`src/rtl/mem_port_arbiter.sv`:
```
// Two-requester arbiter (core datapath and loader/debug port) for the shared
// instruction/data memory: round-robin grant, loader burst lock, m_ack timeout.
module mem_port_arbiter #(
  parameter int AW = 32,
  parameter int DW = 32,
  parameter int TIMEOUT = 16,
  parameter logic [DW-1:0] ERR_DATA = DW'(32'hDEADBEEF)
) (
  input  logic          clk,
  input  logic          reset,
  input  logic          c_req,
  input  logic          c_we,
  input  logic [AW-1:0] c_addr,
  input  logic [DW-1:0] c_wdata,
  output logic [DW-1:0] c_rdata,
  output logic          c_ack,
  input  logic          l_req,
  input  logic          l_we,
  input  logic [AW-1:0] l_addr,
  input  logic [DW-1:0] l_wdata,
  input  logic          l_lock,
  output logic [DW-1:0] l_rdata,
  output logic          l_ack,
  output logic          m_req,
  output logic          m_we,
  output logic [AW-1:0] m_addr,
  output logic [DW-1:0] m_wdata,
  input  logic [DW-1:0] m_rdata,
  input  logic          m_ack,
  output logic          busy,
  output logic          timeout_err
);

  localparam int CW = (TIMEOUT > 1) ? $clog2(TIMEOUT + 1) : 1;
  localparam logic [CW-1:0] TO_LAST = CW'((TIMEOUT > 0) ? TIMEOUT - 1 : 0);

  typedef enum logic [1:0] {IDLE, CORE, LDR, DONE} state_t;

  state_t        state_q, state_d;
  logic          last_ldr_q;   // 1 = loader held the most recent grant
  logic          lock_q;
  logic [CW-1:0] cnt_q;
  logic          start, pick_ldr, to_hit;

  always_comb begin
    state_d  = state_q;
    start    = 1'b0;
    pick_ldr = 1'b0;
    to_hit   = 1'b0;
    case (state_q)
      IDLE: begin
        if (c_req && l_req) begin
          start    = 1'b1;
          pick_ldr = lock_q || !last_ldr_q;
        end else if (c_req) begin
          start = 1'b1;
        end else if (l_req) begin
          start    = 1'b1;
          pick_ldr = 1'b1;
        end
        if (start) state_d = pick_ldr ? LDR : CORE;
      end
      CORE, LDR: begin
        to_hit = (TIMEOUT > 0) && !m_ack && (cnt_q == TO_LAST);
        if (m_ack || to_hit) state_d = DONE;
      end
      DONE:    state_d = IDLE;
      default: state_d = IDLE;
    endcase
  end

  always_ff @(posedge clk or posedge reset) begin
    if (reset) begin
      state_q     <= IDLE;
      last_ldr_q  <= 1'b1;
      lock_q      <= 1'b0;
      cnt_q       <= '0;
      m_we        <= 1'b0;
      m_addr      <= '0;
      m_wdata     <= '0;
      c_rdata     <= '0;
      l_rdata     <= '0;
      timeout_err <= 1'b0;
    end else begin
      state_q <= state_d;
      case (state_q)
        IDLE: begin
          cnt_q <= '0;
          // A lock only survives while the loader keeps its request up.
          if (!l_req) lock_q <= 1'b0;
          if (start) begin
            last_ldr_q <= pick_ldr;
            lock_q     <= pick_ldr && l_lock;
            m_we       <= pick_ldr ? l_we    : c_we;
            m_addr     <= pick_ldr ? l_addr  : c_addr;
            m_wdata    <= pick_ldr ? l_wdata : c_wdata;
          end
        end
        CORE, LDR: begin
          if (!m_ack) cnt_q <= cnt_q + 1'b1;
          if (m_ack) begin
            if (!m_we) begin
              if (state_q == LDR) l_rdata <= m_rdata;
              else                c_rdata <= m_rdata;
            end
          end else if (to_hit) begin
            timeout_err <= 1'b1;
            if (!m_we) begin
              if (state_q == LDR) l_rdata <= ERR_DATA;
              else                c_rdata <= ERR_DATA;
            end
          end
        end
        default: ;
      endcase
    end
  end

  // Memory strobe and acks decode straight from state so reset kills them at once.
  assign m_req = (state_q == CORE) || (state_q == LDR);
  assign busy  = (state_q != IDLE);
  assign c_ack = (state_q == DONE) && !last_ldr_q;
  assign l_ack = (state_q == DONE) &&  last_ldr_q;

endmodule

```
`config.mk`:
```
export PLATFORM = sky130hd
export DESIGN_NAME = mem_port_arbiter
export DESIGN_NICKNAME = d
export VERILOG_FILES = /design/src/rtl/mem_port_arbiter.sv
export SDC_FILE = /design/constraint.sdc
export NUM_CORES = 1
export LEC_CHECK = 0
export CORE_UTILIZATION = 37
export DETAILED_ROUTE_END_ITERATION = 12
export GPL_TIMING_DRIVEN = 0
export PLACE_DENSITY_LB_ADDON = 0.15
export REMOVE_ABC_BUFFERS = 1
export SLEW_MARGIN = 20
export SYNTH_ARGS = -nofsm -noshare
export SYNTH_HDL_FRONTEND = slang
export SYNTH_SLANG_ARGS = --single-unit
```
`constraint.sdc`:
```
create_clock -name clk -period 5.2 [get_ports clk]
set_input_delay 1.56 -clock clk [delete_from_list [all_inputs] [get_ports clk]]
set_output_delay 1.56 -clock clk [all_outputs]
set_load 0.01 [all_outputs]
```
==> impl_metrics.csv <==
group,metric,value,unit
status,outcome,"finished, final reports clean",
route,route.detailed.drc,0,
global_route,antenna_found_initial,0,
timing,finalCriticalPeriod,3.78,ns
synth,avgSynthCellArea,10.4,µm²
flow_run,cap_violations,0,
route,via_count,6207,
critical_path,cpMaxStageDelayCell,"clkdlybuf4s50_1",
cells_and_area,final_common_cell,"clkdlybuf4s50_1",
critical_path,critPathRequiredTime,3.64,ns
timing,hold_violations,0,
cells_and_area,area_growth,61.8,%
critical_path,cp_common_cell,"inv_1",
route,via_per_inst,5.57,
synth,seq_area_frac_synth,54.4,%
cells_and_area,n_fill_cell,1366,
floorplan,fp.dieArea,0.0178,mm²
timing,max_slew_margin,27.8,%
synth,synth_seq_cells,139,
placed_design,dp_cells,1083,
worst_hold_path,min_from,"timeout_err$_DFFE_PP0P_",
timing,maxSlewViolCount,0,
critical_path,path_class,"reg2out",
timing,final.setup_skew,0.00751,ns
global_route,grt_max_degree,80,
cells_and_area,insertedDiodeCount,0,
critical_path,r2r_end,"m_wdata[17]$_DFFE_PP0P_",
cts,clkLatencyLatePin,0.42,ns
placed_design,gp_congestion,0.775,
cts,post_cts_resized,0,
global_route,first_global_vias,6388,
timing,worst_pin_slew,1.08,ns
worst_hold_path,hold_depth,1,
placed_design,hpwl,15100,µm
critical_path,end_kind,"output pin",
cts,cts_buffers,17,
floorplan,rows,47,
power_and_ir_drop,ir_drop,0.256,mV
cells_and_area,final_cells,1115,
critical_path,crit_chain,"inv_1, ha_4, buf_12, inv_1, clkdlybuf4s50_1",
route,met1Wirelength,9080,µm
route,top_layer_used,"met4",
synth,ys_types,37,
route,post_drt_wl_per_cell,19.7,µm
floorplan,initial_core_util,38.2,%
critical_path,regToRegSetupSlack,2.84,ns
cts,cts_setup_buffers,0,
critical_path,rr_startpoint,"state_q[0]$_DFFE_PP0P_",
critical_path,r2r_cells,9,
global_route,overflow,0,
cells_and_area,final_area,0.0103,mm²
worst_hold_path,hold_path_class,"reg2reg",
timing,setup_viol,0,
power_and_ir_drop,power,6.36,mW
synth,synthCells,614,
cells_and_area,fin_nets,1055,
cts,cts-root-buf,"clkbuf_16",
synth,yosysWarnings,0,
cts,ctsHoldBuffers,0,
synth,syn-cell-area,0.00640,mm²
floorplan,fp.dieH,133,µm
floorplan,die_w,133,µm
timing,clock.fmax,0.265,GHz
critical_path,crit_path_max_incr_delay,0.51,ns
power_and_ir_drop,powerDensity,615,mW/mm²
cells_and_area,mostFrequentLayoutCells,"300 x clkdlybuf4s50_1, 138 x dfrtp_1, 91 x nor2_1",
cts,clk_pin_slew,0.06,ns
route,drt_pass1_iterations,4,
floorplan,core-area,0.0168,mm²
critical_path,cp_top_family,"buffers and inverters",
global_route,grt_pass1_wl,34700,µm
timing,rsz0062_at_grt,"false",
route,wl_met3,1700,µm
route,wl_met2,10700,µm
critical_path,cp_max_fo,52,
cts,cts.sinks,139,
route,ant_nets,0,
cells_and_area,drive_gt1_share,7.93,%
floorplan,io-pin-count,302,
placed_design,dpl_cell_area,0.00975,mm²
worst_hold_path,hold_end,"timeout_err$_DFFE_PP0P_",
power_and_ir_drop,p_leak,4.11,nW
critical_path,cp_num_buf_inv,4,
cts,cts_tree,"yes",
cts,htree_levels,4,
cts,cts_buffer_depth,2,
critical_path,start_kind,"flop",
placed_design,io_buffers,301,
route,drt-total-wl,21900,µm
route,drt_iter0_drc,361,
critical_path,cp.arrival,2.22,ns
timing,post-route-period-util,72.7,%
global_route,grt_usage,24.7,%
## per-layer routing
| layer | vias up | GRT usage [%] |
|---|---|---|
| met3 | 34 | 6.89 |
| met5 | - | 0 |
| met4 | 0 | 8.84 |
| li1 | 2844 | - |
| met2 | 269 | 41.3 |
| met1 | 3060 | 30.6 |
## where the power goes
part	leakage, nW	switching, mW	internal (mW)
sequential	1.63	0.309	1.62
combinational	2.20	1.51	1.69
clock	0.283	0.519	0.724
total	4.11	2.33	4.03
## flip-flops by register name (all words and copies together) (netlist names)
name,flops
c_rdata,32
l_rdata,32
m_addr,32
m_wdata,32
cnt_q,5
state_q,2
last_ldr_q,1
lock_q,1
m_we,1
timeout_err,1
## kinds of logic after synthesis
kind of cell / after synthesis / share of synthesized area (%)
buffers and inverters: 76 / 5.36
muxes: 19 / 3.33
adders and majority gates: 5 / 0.978
DFF: 139 / 54.4
and+or+nand+nor: 114 / 7.79
AOI/OAI and AO/OA: 261 / 28.1
## cells in the mapped netlist, drive strengths merged
master	count	share of area, %
dfrtp	138	54
nor2	92	5.4
a21oi	68	5.3
o21ai	67	5.2
a41oi	65	8.9
buf	40	3.2
clkbuf	27	1.6
o32a	25	3.9
a2bb2oi	24	3.3
mux2	18	3.2
and2	9	0.88
inv	9	0.53
ha	5	0.98
nand2	4	0.27
a21o	3	0.35
a22o	2	0.27
nand3b	2	0.23
nor2b	2	0.20
o22ai	2	0.20
o2bb2ai	2	0.27
a31oi	1	0.098
and3	1	0.098
and3b	1	0.14
dfstp	1	0.41
mux2i	1	0.16
nand2b	1	0.098
nand4b	1	0.14
nor3b	1	0.29
o21a	1	0.12
o21bai	1	0.18
## final cells by class
cell class	count	area, µm²	area share [%]
tap	220	275	2.66
clock inverter	15	179	1.73
clock buffer	17	425	4.11
inverter	9	41.3	0.399
multi-input combinational	399	2630	25.4
timing repair buffer	316	3320	32.1
sequential	139	3480	33.6
## how the worst max path moves through the flow
stage	slack, ns	to	depth (start not counted)	start
detailed placement	1.18	c_rdata[3]$_DFFE_PP0P_	4	m_ack
global placement	-3.50	m_addr[25]$_DFFE_PP0P_	4	l_req
finish	1.42	busy	5	state_q[0]$_DFFE_PP0P_
global route	1.32	busy	5	state_q[0]$_DFFE_PP0P_
floorplan	-0.08	c_rdata[0]$_DFFE_PP0P_	1	reset
CTS	1.38	busy	5	state_q[0]$_DFFE_PP0P_
## per-stage QoR
step	hold slack (ns)	setup TNS, ns	utilization, %	setup slack, ns
after detailed placement	0.451	0	58.1	1.18
after CTS	0.465	0	61.8	1.38
after floorplan	0.456	-11.43	-	-0.0829
after global placement	0.447	-499.46	55.9	-3.50
after global routing	0.490	0	61.8	1.32
final	0.461	0	61.8	1.42
Note: power is estimated with default switching activity, not from simulation.
==> variant 1 (same flow settings) <==
The 4 states of `state_t` get a one-hot encoding in 4 bits.
--- a/src/rtl/mem_port_arbiter.sv
+++ b/src/rtl/mem_port_arbiter.sv
@@ -34,7 +34,7 @@
   localparam int CW = (TIMEOUT > 1) ? $clog2(TIMEOUT + 1) : 1;
   localparam logic [CW-1:0] TO_LAST = CW'((TIMEOUT > 0) ? TIMEOUT - 1 : 0);
 
-  typedef enum logic [1:0] {IDLE, CORE, LDR, DONE} state_t;
+  typedef enum logic [3:0] {IDLE = 4'b0001, CORE = 4'b0010, LDR = 4'b0100, DONE = 4'b1000} state_t;
 
   state_t        state_q, state_d;
   logic          last_ldr_q;   // 1 = loader held the most recent grant
Function: same outputs for any inputs over 4 cycles, from zero or initial values and one cycle with reset high; so few cycles prove little.
==> variant 1 against the original RTL <==
Register-to-register slack improved by 90 ps. Core utilization is essentially flat. Power is 5.7% lower. Worst setup slack got worse by 93 ps. Highest routed layer unchanged. Routed wire length shrank 5.2%. Largest cell class unchanged. Cell area fell by 3.8%. Global-route usage down 0.15 points. Synthesized area down 3.3%. Sequential cell count increased by 2. Count of clock-buffer cells in the layout up 1. Fmax fell by 2.4%.
==> variant 1: results (changes against the original RTL) <==
<table>
<tr><th>Metric</th><th>Value</th></tr>
<tr><th colspan="2">Pwr</th></tr>
<tr><td>Leak</td><td>0.003925 uW (was 0.004109 uW)</td></tr>
<tr><td>Maximum resistive drop on vdd</td><td>0.0002540 V (was 0.0002561 V)</td></tr>
<tr><th colspan="2">Hold path</th></tr>
<tr><td>End point of the worst hold path</td><td>l_rdata[16] (was timeout_err)</td></tr>
<tr><th colspan="2">Synthesis</th></tr>
<tr><td>Commonest cells in the netlist</td><td>dfrtp_1, nand3_1, a21oi_1, a31oi_1, o21ai_0 (was dfrtp_1, nor2_1, a21oi_1)</td></tr>
<tr><td>Distinct cell type count after synthesis</td><td>36 (was 37)</td></tr>
<tr><td>Top cells by area, synth</td><td>dfrtp_1, o22a_1, a31oi_1 (was dfrtp_1, a41oi_1, nor2_1)</td></tr>
<tr><td>Syn avg cell area</td><td>10.54 um^2 (was 10.42 um^2)</td></tr>
<tr><th colspan="2">Placement</th></tr>
<tr><td>Placer congestion estimate</td><td>0.8055 (was 0.7750)</td></tr>
<tr><td>Pre-CTS setup slack</td><td>1100 ps (was 1177 ps)</td></tr>
<tr><th colspan="2">Status</th></tr>
<tr><td>Status</td><td>finished, final reports clean (unchanged)</td></tr>
<tr><th colspan="2">Finish</th></tr>
<tr><td>Post-route standard cell area excluding fillers</td><td>9952 um^2 (was 10350 um^2)</td></tr>
<tr><td>Fillers</td><td>1300 (was 1366)</td></tr>
<tr><td>Layout net count</td><td>1030 (was 1055)</td></tr>
<tr><th colspan="2">GRT</th></tr>
<tr><td>Largest net degree at the start of global routing</td><td>73 (was 80)</td></tr>
<tr><td>Wire length of the first global-routing pass</td><td>33.56 mm (was 34.65 mm)</td></tr>
<tr><td>Total routing usage reported by global routing</td><td>24.59% (was 24.75%)</td></tr>
<tr><td>Number of global-route vias before repair</td><td>6084 (was 6388)</td></tr>
<tr><th colspan="2">Routing</th></tr>
<tr><td>Routed wire length</td><td>20.80 mm (was 21.95 mm)</td></tr>
<tr><td>Routed via count</td><td>6048 (was 6207)</td></tr>
<tr><th colspan="2">STA</th></tr>
<tr><td>Final worst clock skew</td><td>11.91 ps (was 7.510 ps)</td></tr>
<tr><td>Hold_ws</td><td>485.4 ps (was 460.7 ps)</td></tr>
<tr><td>Slew margin rel.</td><td>27.07% (was 27.77%)</td></tr>
<tr><th colspan="2">Critical path</th></tr>
<tr><td>Peak per-stage delay on the critical path</td><td>590 ps (was 510 ps)</td></tr>
<tr><td>Worst reg2reg path depth</td><td>3 (was 9)</td></tr>
<tr><td>Crit Reg-Reg Endpoint</td><td>l_rdata[11] (was m_wdata[17])</td></tr>
<tr><td>RR Startpoint</td><td>state_q[3] (was state_q[0])</td></tr>
<tr><td>Maximum fanout count along the critical path</td><td>11 (was 52)</td></tr>
</table>
[variant 1: cell types whose count changed after synthesis, sizes merged, moves of 18 or more]
cell,before,now
a2bb2oi,24,0
a31oi,1,65
a41oi,65,0
buf,40,16
clkbuf,27,46
mux2,18,0
nand3,0,69
nor2,92,4
o22a,0,48
o32a,25,0
[variant 1: how the worst max path moves through the flow]
stage | slack (ps) | start | end | depth (start not counted)
final | 1330 | state_q[0] | busy | 4
after global routing | 1180 | state_q[1] | busy | 4
after detailed placement | 1100 | l_req | m_wdata[22] | 4
after global placement | -2250 | l_req | m_addr[31] | 4
after floorplan | -140 | reset | c_rdata[0] | 1
after CTS | 1280 | state_q[1] | busy | 4
[variant 1: area by class of cell]
type / count / share of cell area [%]
Inverter: 7 / 0.3395
Clock inverter: 13 / 1.194
Multi-Input combinational cell: 377 / 23.64
Tap cell: 216 / 2.716
Timing Repair Buffer: 316 / 32.32
Clock buffer: 18 / 4.312
Sequential cell: 141 / 35.48
[variant 1: cell families after synthesis]
family                   share of synthesized area (%)
multiplexers                                    0.8091
AND/OR/NAND/NOR                                  9.769
adder cells (fa/ha/maj)                         0.4045
XOR/XNOR                                        0.1416
buffers and inverters                            4.996
AO/OA/AOI/OAI                                    26.80
flip-flops                                       57.08
[variant 1: power breakdown]
group	switching (uW)	internal, uW
clock	477	657
sequential	332	1640
combinational	1350	1540
[variant 1: worst register-to-register path, stage by stage (launching register included)]
cell,delay (ps)
dfrtp_1,470
nor3_2,330
nand3_1,820
o22a_1,530
[variant 1: per-layer routing]
metal  share of wire (%)  vias up  GRT usage (%)
met1                  41     2968          30.03
met5                   0        -              0
met3                 7.8       38          7.407
met2                  49      277          40.48
li1                    -     2765              -
met4                 2.6        0          10.08
==> variant 2 (config.mk and constraints unchanged) <==
Made on the original files. Change the parameter `TIMEOUT` from 16 to 8.
--- a/src/rtl/mem_port_arbiter.sv
+++ b/src/rtl/mem_port_arbiter.sv
@@ -3,7 +3,7 @@
 module mem_port_arbiter #(
   parameter int AW = 32,
   parameter int DW = 32,
-  parameter int TIMEOUT = 16,
+  parameter int TIMEOUT = 8,
   parameter logic [DW-1:0] ERR_DATA = DW'(32'hDEADBEEF)
 ) (
   input  logic          clk,
Check against the original RTL: no difference found for any inputs over 4 cycles, from zero or initial values and one cycle with reset high; that may be too few to reach the edited logic, so the function may still have changed.
==> variant 2 against the original RTL <==
Routed wire length is 9.2% higher. Cell count grew 22%. First-iteration DRC count grew 13%. Sequential cell count is 1 lower. Register-to-register slack lost 540 ps. Cell area grew 9.7%. Fmax increased by 8.9%. Worst setup slack improved by 310 ps. Power up 7.2%. Synthesized area rose by 16%. Critical endpoint is now m_req. Largest power group unchanged.
==> variant 2: results (changes against the original RTL) <==
<table>
<tr><th>Metric</th><th>Value</th></tr>
<tr><th colspan="2">GRT</th></tr>
<tr><td>Largest net degree at the start of global routing</td><td>85 (was 80)</td></tr>
<tr><td>Number of global-route vias before repair</td><td>6879 (was 6388)</td></tr>
<tr><td>Total routing usage reported by global routing</td><td>23.39% (was 24.75%)</td></tr>
<tr><td>Wire length of the first global-routing pass</td><td>37.59 mm (was 34.65 mm)</td></tr>
<tr><th colspan="2">Placement</th></tr>
<tr><td>Placer congestion estimate</td><td>0.7658 (was 0.7750)</td></tr>
<tr><td>Detailed placer's ending HPWL</td><td>15.81 mm (was 15.09 mm)</td></tr>
<tr><th colspan="2">Synthesis</th></tr>
<tr><td>Top cells by area, synth</td><td>dfrtp_1, o21ai_0, a21oi_1 (was dfrtp_1, a41oi_1, nor2_1)</td></tr>
<tr><td>Distinct cell type count after synthesis</td><td>41 (was 37)</td></tr>
<tr><td>Share of synthesized area spent on multiplexers</td><td>0.4371% (was 3.326%)</td></tr>
<tr><td>Adder and majority cell fraction of the synthesized area</td><td>0.8406% (was 0.9781%)</td></tr>
<tr><td>Sequential cell area fraction in the yosys report</td><td>46.42% (was 54.40%)</td></tr>
<tr><td>Xor and xnor area share after synthesis</td><td>0.1177% (was 0%)</td></tr>
<tr><th colspan="2">STA</th></tr>
<tr><td>Hold_ws</td><td>478.1 ps (was 460.7 ps)</td></tr>
<tr><td>Final worst clock skew</td><td>12.72 ps (was 7.510 ps)</td></tr>
<tr><th colspan="2">Routing</th></tr>
<tr><td>Vias/cell</td><td>5.285 (was 5.567)</td></tr>
<tr><td>Post-detailed-route wirelength per cell</td><td>17.60 um (was 19.68 um)</td></tr>
<tr><th colspan="2">Critical path</th></tr>
<tr><td>CP Data Arrival Time</td><td>1910 ps (was 2220 ps)</td></tr>
<tr><td>Crit Reg-Reg Endpoint</td><td>l_rdata[30] (was m_wdata[17])</td></tr>
<tr><td>Maximum fanout count along the critical path</td><td>9 (was 52)</td></tr>
<tr><td>Reg-to-reg slack, setup</td><td>2300 ps (was 2840 ps)</td></tr>
<tr><th colspan="2">Status</th></tr>
<tr><td>Status</td><td>finished, final reports clean (unchanged)</td></tr>
<tr><th colspan="2">Finish</th></tr>
<tr><td>Layout net count</td><td>1257 (was 1055)</td></tr>
<tr><td>Share of post-route cells with drive strength above 1</td><td>6.204% (was 7.933%)</td></tr>
<tr><th colspan="2">Pwr</th></tr>
<tr><td>Leak</td><td>0.004650 uW (was 0.004109 uW)</td></tr>
<tr><td>Sw Pwr</td><td>2658 uW (was 2334 uW)</td></tr>
</table>
## variant 2: through the flow
stage          setup TNS [ps]  instance area (um^2)  power, uW  cells  setup slack (ps)
5_1_grt                     0                 11350       7301   1361              1634
2_1_floorplan           -7468                  7008       3678    746            -54.51
3_5_place_dp                0                 10790       5701   1330              1446
3_3_place_gp          -681780                 10350       5370   1312             -3340
6_report                    0                 11350       6820   1362              1731
4_1_cts                     0                 11350       6889   1361              1692
## variant 2: worst max-delay path: stages, from the launching register on
cell	delay, ps
dfrtp_1	400
inv_1	80
ha_1	430
clkdlybuf4s50_1	600
## variant 2: cell type report
cell class	instances	area [um^2]	area share (%)
Multi-Input combinational cell	583	3488	30.72
Sequential cell	138	3455	30.42
Timing Repair Buffer	319	3418	30.10
Clock buffer	18	439.2	3.868
Tap cell	265	331.6	2.920
Clock inverter	13	117.6	1.036
Inverter	25	102.6	0.9036
Antenna cell	1	2.502	0.02204
## variant 2: power by group through the flow
stage	combinational (uW)	sequential (uW)	clock [uW]
floorplan	1540	2140	0
global placement	3430	1940	0
detailed placement	3740	1960	0
CTS	3750	1950	1190
global route	4040	2020	1240
finish	3710	1950	1160
## variant 2: how the worst max path moves through the flow
stage          slack [ps]           to       start
6_report             1730        m_req  state_q[1]
5_1_grt              1630        m_req  state_q[1]
4_1_cts              1690        m_req  state_q[1]
3_5_place_dp         1450  l_rdata[10]       m_ack
3_3_place_gp        -3340   last_ldr_q       l_req
2_1_floorplan         -50   c_rdata[0]       reset
## variant 2: metal layers
layer  track usage [%]  up-vias  wire [um]
li1                  -     3489          -
met1             29.18     3405       9961
met2             36.54      269      11090
met3             8.630       35       2270
met4             9.127        0        658
met5                 0        -          0
